--- src/rtl/qsn_ctrl_param_pipe.sv ---
// Two-stage pipelined controller for the QSN cyclic barrel shifter: turns a per-column shift
// factor (absolute or relative to a per-column history) into registered left/right/merge selects.
module qsn_ctrl_param_pipe #(
   parameter int PERMUTATION_LENGTH = 5,
   parameter int SHIFT_W            = $clog2(PERMUTATION_LENGTH),
   parameter int COL_NUM            = 4,
   parameter int COL_W              = (COL_NUM > 1) ? $clog2(COL_NUM) : 1
) (
   input  logic                          sys_clk,
   input  logic                          rst,
   input  logic                          in_valid,
   output logic                          in_ready,
   input  logic [SHIFT_W-1:0]            shift_in,
   input  logic [COL_W-1:0]              col_addr,
   input  logic                          delta_mode,
   input  logic                          hist_clr,
   output logic                          out_valid,
   input  logic                          out_ready,
   output logic [SHIFT_W-1:0]            left_sel,
   output logic [SHIFT_W-1:0]            right_sel,
   output logic [PERMUTATION_LENGTH-2:0] merge_sel,
   output logic                          out_err
);

   localparam int               HIST_DEPTH = 2 ** COL_W;
   localparam logic [SHIFT_W:0] Z_EXT      = (SHIFT_W + 1)'(PERMUTATION_LENGTH);
   localparam logic [COL_W:0]   COL_EXT    = (COL_W + 1)'(COL_NUM);

   logic                          v1_q, v2_q;
   logic [SHIFT_W-1:0]            s1_q;
   logic                          err1_q;
   logic [SHIFT_W-1:0]            hist_q [HIST_DEPTH];

   logic [SHIFT_W-1:0]            left_q, right_q;
   logic [PERMUTATION_LENGTH-2:0] merge_q;
   logic                          err2_q;

   logic                          shiftErr, colErr, accept, adv2;
   logic [SHIFT_W-1:0]            shiftSan, histRd, s1_d;
   logic [SHIFT_W:0]              deltaSum, deltaMod;
   logic                          err1_d;

   logic [SHIFT_W:0]              rightExt;
   logic [SHIFT_W-1:0]            left_d, right_d;
   logic [PERMUTATION_LENGTH-2:0] merge_d;

   // Range checks only exist when the port width can encode illegal values.
   if (PERMUTATION_LENGTH < 2 ** SHIFT_W) begin : g_shiftChk
      assign shiftErr = ({1'b0, shift_in} >= Z_EXT);
   end else begin : g_noShiftChk
      assign shiftErr = 1'b0;
   end

   if (COL_NUM < HIST_DEPTH) begin : g_colChk
      assign colErr = delta_mode && ({1'b0, col_addr} >= COL_EXT);
   end else begin : g_noColChk
      assign colErr = 1'b0;
   end

   // Stage 2 can refill when empty or draining; stage 1 can refill when stage 2 can.
   assign adv2     = !v2_q || out_ready;
   assign in_ready = !v1_q || adv2;
   assign accept   = in_valid && in_ready;

   // Effective shift: a same-cycle clear makes the history read as zero.
   always_comb begin
      shiftSan = shiftErr ? '0 : shift_in;
      histRd   = hist_clr ? '0 : hist_q[col_addr];
      deltaSum = {1'b0, shiftSan} + Z_EXT - {1'b0, histRd};
      deltaMod = (deltaSum >= Z_EXT) ? (deltaSum - Z_EXT) : deltaSum;
      s1_d     = (delta_mode && !colErr) ? deltaMod[SHIFT_W-1:0] : shiftSan;
      err1_d   = shiftErr || colErr;
   end

   // Stage 1 register: effective shift and error flag of the accepted transaction.
   always_ff @(posedge sys_clk or posedge rst) begin
      if (rst) begin
         v1_q   <= 1'b0;
         s1_q   <= '0;
         err1_q <= 1'b0;
      end else if (in_ready) begin
         v1_q <= in_valid;
         if (accept) begin
            s1_q   <= s1_d;
            err1_q <= err1_d;
         end
      end
   end

   // History table: the accept's write is placed after the clear so it survives it.
   always_ff @(posedge sys_clk or posedge rst) begin
      if (rst) begin
         for (int i = 0; i < HIST_DEPTH; i++) begin
            hist_q[i] <= '0;
         end
      end else begin
         if (hist_clr) begin
            for (int i = 0; i < HIST_DEPTH; i++) begin
               hist_q[i] <= '0;
            end
         end
         if (accept && delta_mode && !colErr) begin
            hist_q[col_addr] <= shiftSan;
         end
      end
   end

   // Select words: right is the complementary rotation, merge marks lanes below Z-s.
   always_comb begin
      left_d   = s1_q;
      rightExt = Z_EXT - {1'b0, s1_q};
      right_d  = '0;
      merge_d  = '0;
      if (s1_q != '0) begin
         right_d = rightExt[SHIFT_W-1:0];
         for (int i = 0; i < PERMUTATION_LENGTH - 1; i++) begin
            merge_d[i] = (i < int'(rightExt));
         end
      end
   end

   // Stage 2 register: outputs only move when the downstream slot is free.
   always_ff @(posedge sys_clk or posedge rst) begin
      if (rst) begin
         v2_q    <= 1'b0;
         left_q  <= '0;
         right_q <= '0;
         merge_q <= '0;
         err2_q  <= 1'b0;
      end else if (adv2) begin
         v2_q <= v1_q;
         if (v1_q) begin
            left_q  <= left_d;
            right_q <= right_d;
            merge_q <= merge_d;
            err2_q  <= err1_q;
         end
      end
   end

   assign out_valid = v2_q;
   assign left_sel  = left_q;
   assign right_sel = right_q;
   assign merge_sel = merge_q;
   assign out_err   = err2_q;

endmodule

--- config.mk ---
export PLATFORM = sky130hd
export DESIGN_NAME = qsn_ctrl_param_pipe
export DESIGN_NICKNAME = d
export VERILOG_FILES = /design/src/rtl/qsn_ctrl_param_pipe.sv
export SDC_FILE = /design/constraint.sdc
export NUM_CORES = 1
export LEC_CHECK = 0
export CAP_MARGIN = 20
export CORE_MARGIN = 2
export CORE_UTILIZATION = 44
export CTS_CLUSTER_SIZE = 24
export DETAILED_ROUTE_END_ITERATION = 8
export GPL_TIMING_DRIVEN = 0
export PLACE_DENSITY = 0.67
export SYNTH_ARGS = -nofsm -noshare
export SYNTH_HDL_FRONTEND = slang
export SYNTH_SLANG_ARGS = --single-unit
--- constraint.sdc ---
create_clock -name sys_clk -period 3.4 [get_ports sys_clk]
set_input_delay 0.68 -clock sys_clk [delete_from_list [all_inputs] [get_ports sys_clk]]
set_output_delay 0.68 -clock sys_clk [all_outputs]
set_load 0.05 [all_outputs]
==> results.md, run 1 <==
- In this run the cell area of the synthesized design comes to 1530 sq um.
- The weighted congestion at the end of routability-driven global placement is 0.763.
- The per-cell via count in the routed design is 4.94.
- The number of CTS-inserted buffers is 3.
- The standard cell with the maximum stage delay on the critical path is sky130_fd_sc_hd__mux4_2.
- The proportion of synthesized flip-flops having asynchronous set or reset is 100%.
- The cell with the most instances after synthesis is sky130_fd_sc_hd__dfrtp_1.
- The critical path endpoint category is a register.
- The number of antenna violations at the first check in global routing came to 0.
- The run finished with clean final reports.
- The signal arrival time at the worst endpoint is 3.47 ns.
- The initial core utilization is 45.7%.
- The max-slew violation count came to 0.
- The number of iterations in the first detailed-routing pass is 4.
- The count of buffers added on input and output ports is 23.
- The overall track demand over capacity in global routing is 16.2%.
- The later-pin clock latency in the skew report is 0.33 ns.
- Hold repair after CTS inserted 0 buffers.
- The number of flops mapped to enable cells by yosys is 0.
- The clock net in this run drives a total of 28 sinks.
- For this design the ratio of total power to cell area is 517 nW/um^2.
- In the finished design, the share of the clock period the worst path needs comes to 94.4%.
- The worst setup path is launched from an input port.
- The top cell type's share of synthesized area is 45.9%.
- The number of failing setup endpoints in the final timing report is 0.
- The multiplexer share of the synthesized area is 16.6%.
- The filler cells instantiated in the layout total 306.
- The number of global-route vias before repair is 1,052.
- The worst hold slack is 0.497 ns.
- The cell accounting for the most synthesized area is sky130_fd_sc_hd__dfrtp_1.
- The final clock skew is 0.0123 ns.
- The most used flip-flop cell after synthesis is sky130_fd_sc_hd__dfrtp_1.
- The detail-routed net length per standard cell is 13.3 um.
- For this run, global-route usage on met2 was measured as 27.1%.
- Entering global routing, the biggest net connects 29 pins.
- OpenSTA, run right after detailed placement, puts the worst setup slack at -0.580 ns.
- The post-route netlist has 10.8% of its cells at a drive strength greater than 1.
- The final count of hold timing violations is 0.
- The clock root buffer is sky130_fd_sc_hd__clkbuf_4.
- The maximum clock path buffer count is 2.
- The site row count is 21.
- For met3 alone, demand over resource in global routing was 2.16%.
- After detailed routing, the number of remaining DRC violations is 0.
- The highest clock frequency the design can meet is 0.311 GHz.
- The final design instance area without fill is 1880 sq um.
- Setup repair after global routing left no endpoint under its margin.
- The post-detailed-placement cell area is 1810 sq um.
- The commonest cells after synthesis are 28 x sky130_fd_sc_hd__dfrtp_1, 18 x sky130_fd_sc_hd__nand2b_1, 14 x sky130_fd_sc_hd__mux2i_1, 14 x sky130_fd_sc_hd__nand2_1, 8 x sky130_fd_sc_hd__o21ai_0.
- The layer flagged by global routing as most heavily used is met2.
- The post-CTS setup buffer count is 0.
- The number of DRC markers in iteration 0 is 31.
- The clock period minus final worst setup slack is 3.21 ns.
- The height of the chip is 62.9 um.
- The area fraction in compound gates after synthesis is 4.51%.
- The path class of the tightest hold or removal check is reg -> reg.
- The number of levels the H-tree was split into is 1.
- The sum of negative setup slack is 0 ns.
- The die outline width is 62.9 um.
- The area growth from synthesis to final layout is 23.5%.
- The worst setup path is of the in -> reg kind.
- The total of warnings raised by yosys is 0.
- The actual transition at the worst max-transition pin is 0.511 ns.
- For this design the static power due to leakage is 0.902 nW.
- The synthesized flop and latch total is 28.
- Synthesis instantiated 30 different standard cells from the library.
- The dominant delay contributor by cell family on the critical path is multiplexers.
- The number of instances in the synthesized netlist is 140.
- The share of the synthesized netlist area taken by xor and xnor gates is 1.72%.
- The number of buffers and inverters on the critical path is 2.
- The maximum ir drop on the vdd rail is 0.000196 V.
- The post-synthesis share of cell area spent on full adders, half adders and majority gates is 6.23%.
- After synthesis, the cell types taking the most area are sky130_fd_sc_hd__dfrtp_1 46%, sky130_fd_sc_hd__mux2i_1 9.2%, sky130_fd_sc_hd__nand2b_1 7.4%.
- The residual antenna-violating net count after detailed routing is 0.
- Along the worst path, the maximum fanout reaches 7.
- The area of the die is 3950 sq um.
- The largest family of logic cells by synthesized area is simple AND/OR/NAND/NOR gates.
- The worst setup slack after layout is 0.189 ns.
- The TritonCTS clock tree is yes.
- The worst register-to-register path has a setup slack of 0.43 ns.
- The number of antenna diodes in the final layout is 0.
- Summed over all nets, the half-perimeter wirelength after detailed placement is 2230 um.
- The largest single stage delay on the critical path is 0.54 ns.
- Across the run, the number of max-cap violations was 0.
- The clock-pin slew on the worst setup and hold paths is 0.14 ns.
- The relative slew slack is 65.8%.
- Global routing consumed, on the met1 layer, 21.3% of the routing resources.
- Dividing the synthesized area by the synthesized cell count gives 10.9 sq um.
- The core area is 3340 sq um.
- The post-synth net total is 158.
- The synthesized netlist devotes 21.2% of its cell area to simple gates.
- 24 I/O pins were placed.
- Across all layers, the routed design uses 1,052 vias.
- Walking the worst path, the cells encountered are dlygate4sd2_1, mux4_2, nor2b_1, ha_1, inv_1, fa_1, xnor2_1, a21boi_1, mux2_2, o21ai_0.
- The number of gates resized after CTS was 2.
- Summed over all layers, the global routing overflow is 0.
- The sequential-to-total area share from yosys stat is 45.9%.
- The global-route wire length before repair is 5000 um.
- In the final design database the tool counted 186 nets.
- After detailed routing, the total wire length is 2820 um.
- At the worst endpoint, the required time is 3.66 ns.
==> per-stage QoR <==
| step | util [%] | total power [mW] | cells |
|---|---|---|---|
| floorplan | - | 0.644 | 140 |
| global placement | 54.3 | 0.755 | 209 |
| detailed placement | 54.3 | 0.763 | 209 |
| CTS | 55.8 | 0.982 | 213 |
| global route | 56.4 | 1.03 | 213 |
| finish | 56.4 | 0.973 | 213 |
==> worst min-delay path: cells and delay by family (launching register included) <==
family	cells	cell delay, ns
DFF	1	0.37
and+or+nand+nor	2	0.10
==> registers in the layout (all words and copies together), names as in the netlist <==
name,count
hist_q,12
left_d,3
left_sel,3
merge_sel,3
right_sel,3
err1_q,1
out_err,1
out_valid,1
v1_q,1
==> per-layer routing <==
metal	part of all wire (%)	vias to the layer above
met2	51	29
met1	43	495
met3	3.9	6
met5	0	-
met4	1.7	0
li1	-	522
==> area by class of cell <==
class / instances / area [sq um] / area share [%]
plain buffers: 6 / 27.5 / 1.46
flip-flops and latches: 28 / 701 / 37.2
multi-input cells: 98 / 767 / 40.7
well taps: 46 / 57.6 / 3.06
clock buffers: 3 / 22.5 / 1.20
inverters: 7 / 26.3 / 1.40
repair buffers: 24 / 251 / 13.4
clock inverters: 1 / 30.0 / 1.59
==> cells by family (layout without fill, tap and decap cells) <==
kind of cell / Yosys count / after routing
flops: 28 / 28
simple gates: 55 / 55
compound gates: 12 / 12
buf+inv: 14 / 41
xor+xnor: 3 / 3
mux: 21 / 21
fa+ha+maj: 7 / 7
==> path summary, 6_finish.rpt <==
check | start | end | depth (start not counted)
max | col_addr[0] | left_d[1] | 10
min | left_sel[1] | left_sel[1] | 2
max reg2reg | hist_q[1] | left_d[1] | 10
min reg2reg | left_sel[1] | left_sel[1] | 2
max in group asynchronous | rst | hist_q[0] | 3
min in group asynchronous | rst | hist_q[2] | 2
==> cells in the final DEF, fill, tap and decap left out <==
cell type	n
sky130_fd_sc_hd__buf_2	1
sky130_fd_sc_hd__dlygate4sd2_1	1
sky130_fd_sc_hd__mux2i_1	14
sky130_fd_sc_hd__or2b_1	1
sky130_fd_sc_hd__clkbuf_2	1
sky130_fd_sc_hd__clkdlybuf4s50_1	21
sky130_fd_sc_hd__inv_1	7
sky130_fd_sc_hd__nand2_1	14
sky130_fd_sc_hd__and2_1	2
sky130_fd_sc_hd__o21ai_0	8
sky130_fd_sc_hd__o211ai_1	1
sky130_fd_sc_hd__nand3_4	1
sky130_fd_sc_hd__mux4_2	3
sky130_fd_sc_hd__clkbuf_1	4
sky130_fd_sc_hd__nand3_1	1
sky130_fd_sc_hd__buf_16	1
sky130_fd_sc_hd__nand2b_1	18
sky130_fd_sc_hd__mux2_2	4
sky130_fd_sc_hd__clkbuf_4	3
sky130_fd_sc_hd__or3_1	2
sky130_fd_sc_hd__xnor2_1	3
sky130_fd_sc_hd__nand4_1	1
sky130_fd_sc_hd__nor3_1	2
sky130_fd_sc_hd__bufinv_16	1
sky130_fd_sc_hd__or3b_1	2
sky130_fd_sc_hd__ha_1	6
sky130_fd_sc_hd__nor2_1	5
sky130_fd_sc_hd__nand3b_4	1
sky130_fd_sc_hd__fa_1	1
sky130_fd_sc_hd__a31oi_1	1
sky130_fd_sc_hd__buf_4	1
sky130_fd_sc_hd__a21boi_1	1
sky130_fd_sc_hd__o31ai_1	1
sky130_fd_sc_hd__nor2b_1	4
sky130_fd_sc_hd__or2_2	1
sky130_fd_sc_hd__dfrtp_1	28
==> where the power goes <==
part	internal, mW	switching [mW]	total (mW)
clock	0.119	0.0993	0.219
sequential	0.377	0.0276	0.404
combinational	0.131	0.219	0.350
total	0.627	0.346	0.973
Note: power is estimated with default switching activity, not from simulation.
==> run 2: changes to the inputs <==
CELL_PAD_IN_SITES_DETAIL_PLACEMENT = 1   (was default)
CELL_PAD_IN_SITES_GLOBAL_PLACEMENT = 1   (was default)
CORE_UTILIZATION = 41   (was 44)
PLACE_DENSITY = default   (was 0.67)
PLACE_DENSITY_LB_ADDON = 0.1   (was default)
REMOVE_ABC_BUFFERS = 1   (was default)
==> run 2 against run 1 <==
Compared with the run above:
- register-to-register slack better by 0.07 ns
- global-route usage is 1.2 points higher
- sequential power is 2% higher
- critical endpoint unchanged
- die area is 6.8% higher
- first-iteration DRC count is 52% lower
- power is 4.1% lower
- highest routed layer unchanged
- design area is 2.4% lower
==> results.md, run 2 (same netlist as run 1, synthesis figures left out) <==
- The run finished with clean final reports.
- The clock period minus final worst setup slack is 3.24 ns.
- In this run the worst path has a maximum fanout of 7.
- The initial core utilization is 42.3%.
- The number of antenna violations at the first check in global routing is 0.
- The tree built by TritonCTS fans out to 28 sinks.
- The tool flagged a number of max-cap violations equal to 0.
- For the final database, setup skew stands at 0.00239 ns.
- The max-slew violation count is 0.
- The signal arrival time at the worst endpoint is 3.44 ns.
- The area growth from synthesis to final layout is 20.5%.
- The number of failing setup endpoints in the final timing report is 0.
- The signal on the critical path passes through dlygate4sd2_1, mux4_2, nor2b_1, ha_1, inv_1, fa_1, xnor2_1, a21boi_2, mux2_2, o21ai_0.
- The pin count of the biggest net entering global routing is 29.
- STA puts the critical path data required time at 3.60 ns.
- In this run the vertical extent of the chip is 65.0 um.
- The site row count is 22.
- The final count of hold timing violations is 0.
- On the critical path, the stage with the largest delay is an instance of sky130_fd_sc_hd__mux4_2.
- Clock-pin slew was measured on the worst setup and hold paths at 0.09 ns.
- The weighted congestion at the end of routability-driven global placement is 0.715.
- The worst path uses 95.3% of the clock period.
- The register ranked first by flip-flop count is hist_q.
- The most common cell after layout, fill and taps aside is sky130_fd_sc_hd__dfrtp_1.
- Across every metal layer, demand over resource in global routing totals 17.4%.
- Summed over all cells, the static leakage comes to 0.879 nW.
- The aggregate global routing overflow is 0.
- In the layout the commonest cells are 28 x sky130_fd_sc_hd__dfrtp_1, 21 x sky130_fd_sc_hd__clkdlybuf4s50_1, 18 x sky130_fd_sc_hd__nand2b_1, 14 x sky130_fd_sc_hd__nand2_1, 14 x sky130_fd_sc_hd__mux2i_1.
- Counting both buffers and inverters, the worst setup path holds a total of 2.
- The routed layout has 1,033 vias.
- The wire length reported by the detailed router is 3210 um.
- 24 I/O pins were placed.
- The maximum clock path buffer count is 2.
- The critical path endpoint category is a register.
- For flop-to-flop paths, the worst setup slack is 0.50 ns.
- The category of the worst setup path launch point is an input port.
- The repair_antennas step left the layout with diodes totalling 0.
- The first element of the critical path is col_addr[0].
- Across all hold checks on the routed design, the worst slack comes to 0.486 ns.
- The number of DRC markers in iteration 0 is 15.
- The worst hold path belongs to the class reg -> reg.
- In this design, the largest share of critical-path delay is due to multiplexers.
- Once detail routing completed, the nets flagged for antenna violations numbered 0.
- The largest stage delay on the critical path is 0.54 ns.
- VDD sags by at most 0.000189 V.
- At the pin with the least slew margin, the transition time is 0.595 ns.
- The number of setup buffers added after CTS is 0.
- Setup repair after global routing left no endpoint under its margin.
- The area of the die is 4220 sq um.
- Adding up every negative setup slack in the final design gives 0 ns.
- The start point of the worst hold path is merge_sel[0].
- The region available for standard cell placement spans 3610 sq um.
- The met3 capacity usage during global routing is 2.26%.
- For the worst-skew pair, the clock arrives at the later sink with an insertion delay of 0.27 ns.
- The total DRC errors in the routed layout is 0.
- The global-route wire length before repair is 5380 um.
- The register with the most flip-flops in the layout has 12 of them.
- The total of buffers placed on input and output ports is 23.
- CTS built an H-tree with a depth of 1.
- In this run the critical register-to-register path is launched from hist_q[1].
- The per-cell via count in the routed design is 4.97.
- Of the cells placed in the final design, the portion with a size suffix greater than 1 is 10.0%.
- The fraction of met2 tracks used by global routing is 34.0%.
- In this run the clock root is driven by a sky130_fd_sc_hd__clkbuf_8.
- The met1 usage is 18.4%.
- The detail-routed net length per standard cell is 15.4 um.
- Before antenna repair, the detailed router went through 2 iterations.
- The number of global-route vias before repair is 1,089.
- The number of clock buffers added by TritonCTS is 3.
- TritonCTS built the clock tree.
- The die outline width is 65.0 um.
- The final layout contains 180 nets.
- Timing would allow up to 0.309 GHz.
- The areal power density over the cells is 507 nW/um^2.
- The half-perimeter wire length of the detailed placement result is 2520 um.
- The global routing stage identified its most utilized layer as met2.
- The category of the critical setup timing path is in -> reg.
- Headroom to the max-slew limit came out at 60.3%.
- After layout, the design draws a total of 0.933 mW.
## run 2: cell type report
| class | count | area, sq um |
|---|---|---|
| inverter | 7 | 26.3 |
| tap | 48 | 60.1 |
| fill | 397 | 1770 |
| sequential | 28 | 701 |
| clock buffer | 3 | 41.3 |
| timing repair buffer | 24 | 239 |
| multi-input combinational | 98 | 771 |
## run 2: worst paths after layout
path / to / cells after the start
setup reg to reg: left_d[1] / 10
hold reg to reg: merge_sel[0] / 2
hold / removal: merge_sel[0] / 2
max in group asynchronous: err1_q / 3
min in group asynchronous: hist_q[0] / 2
setup / recovery: left_d[1] / 10
## run 2: tightest hold or removal path: cells and delay by family (launching register included)
family	cells	cell delay (ns)
compound gates	1	0.06
flops	1	0.35
simple gates	1	0.04
## run 2: metrics by stage
stage	util, %	worst slack, ns	cell area [sq um]	instances
after floorplan	-	0.324	1490	133
after global placement	49.5	-0.518	1780	204
after detailed placement	49.5	-0.620	1780	204
after CTS	50.7	0.00831	1830	207
after global routing	51.0	0.0111	1840	208
final	51.0	0.161	1840	208
## run 2: power breakdown
group,switching [mW],internal [mW],total (mW)
logic,0.215,0.125,0.340
clock network,0.102,0.0796,0.181
registers,0.0339,0.377,0.411
## run 2: metal layers
metal	vias up	part of all wire [%]	routed length [um]
met2	15	57	1840
li1	506	-	-
met5	-	0	0
met4	0	1.4	44
met1	508	39	1240
met3	4	2.8	90
## run 2: what timing repair did
| action | CTS | global route |
|---|---|---|
| setup endpoints to repair | 2 | 1 |
| hold endpoints to repair | 0 | 0 |
| hold buffers | 0 | 0 |
| cloned | 0 | 0 |
| resized for setup | 3 | 2 |
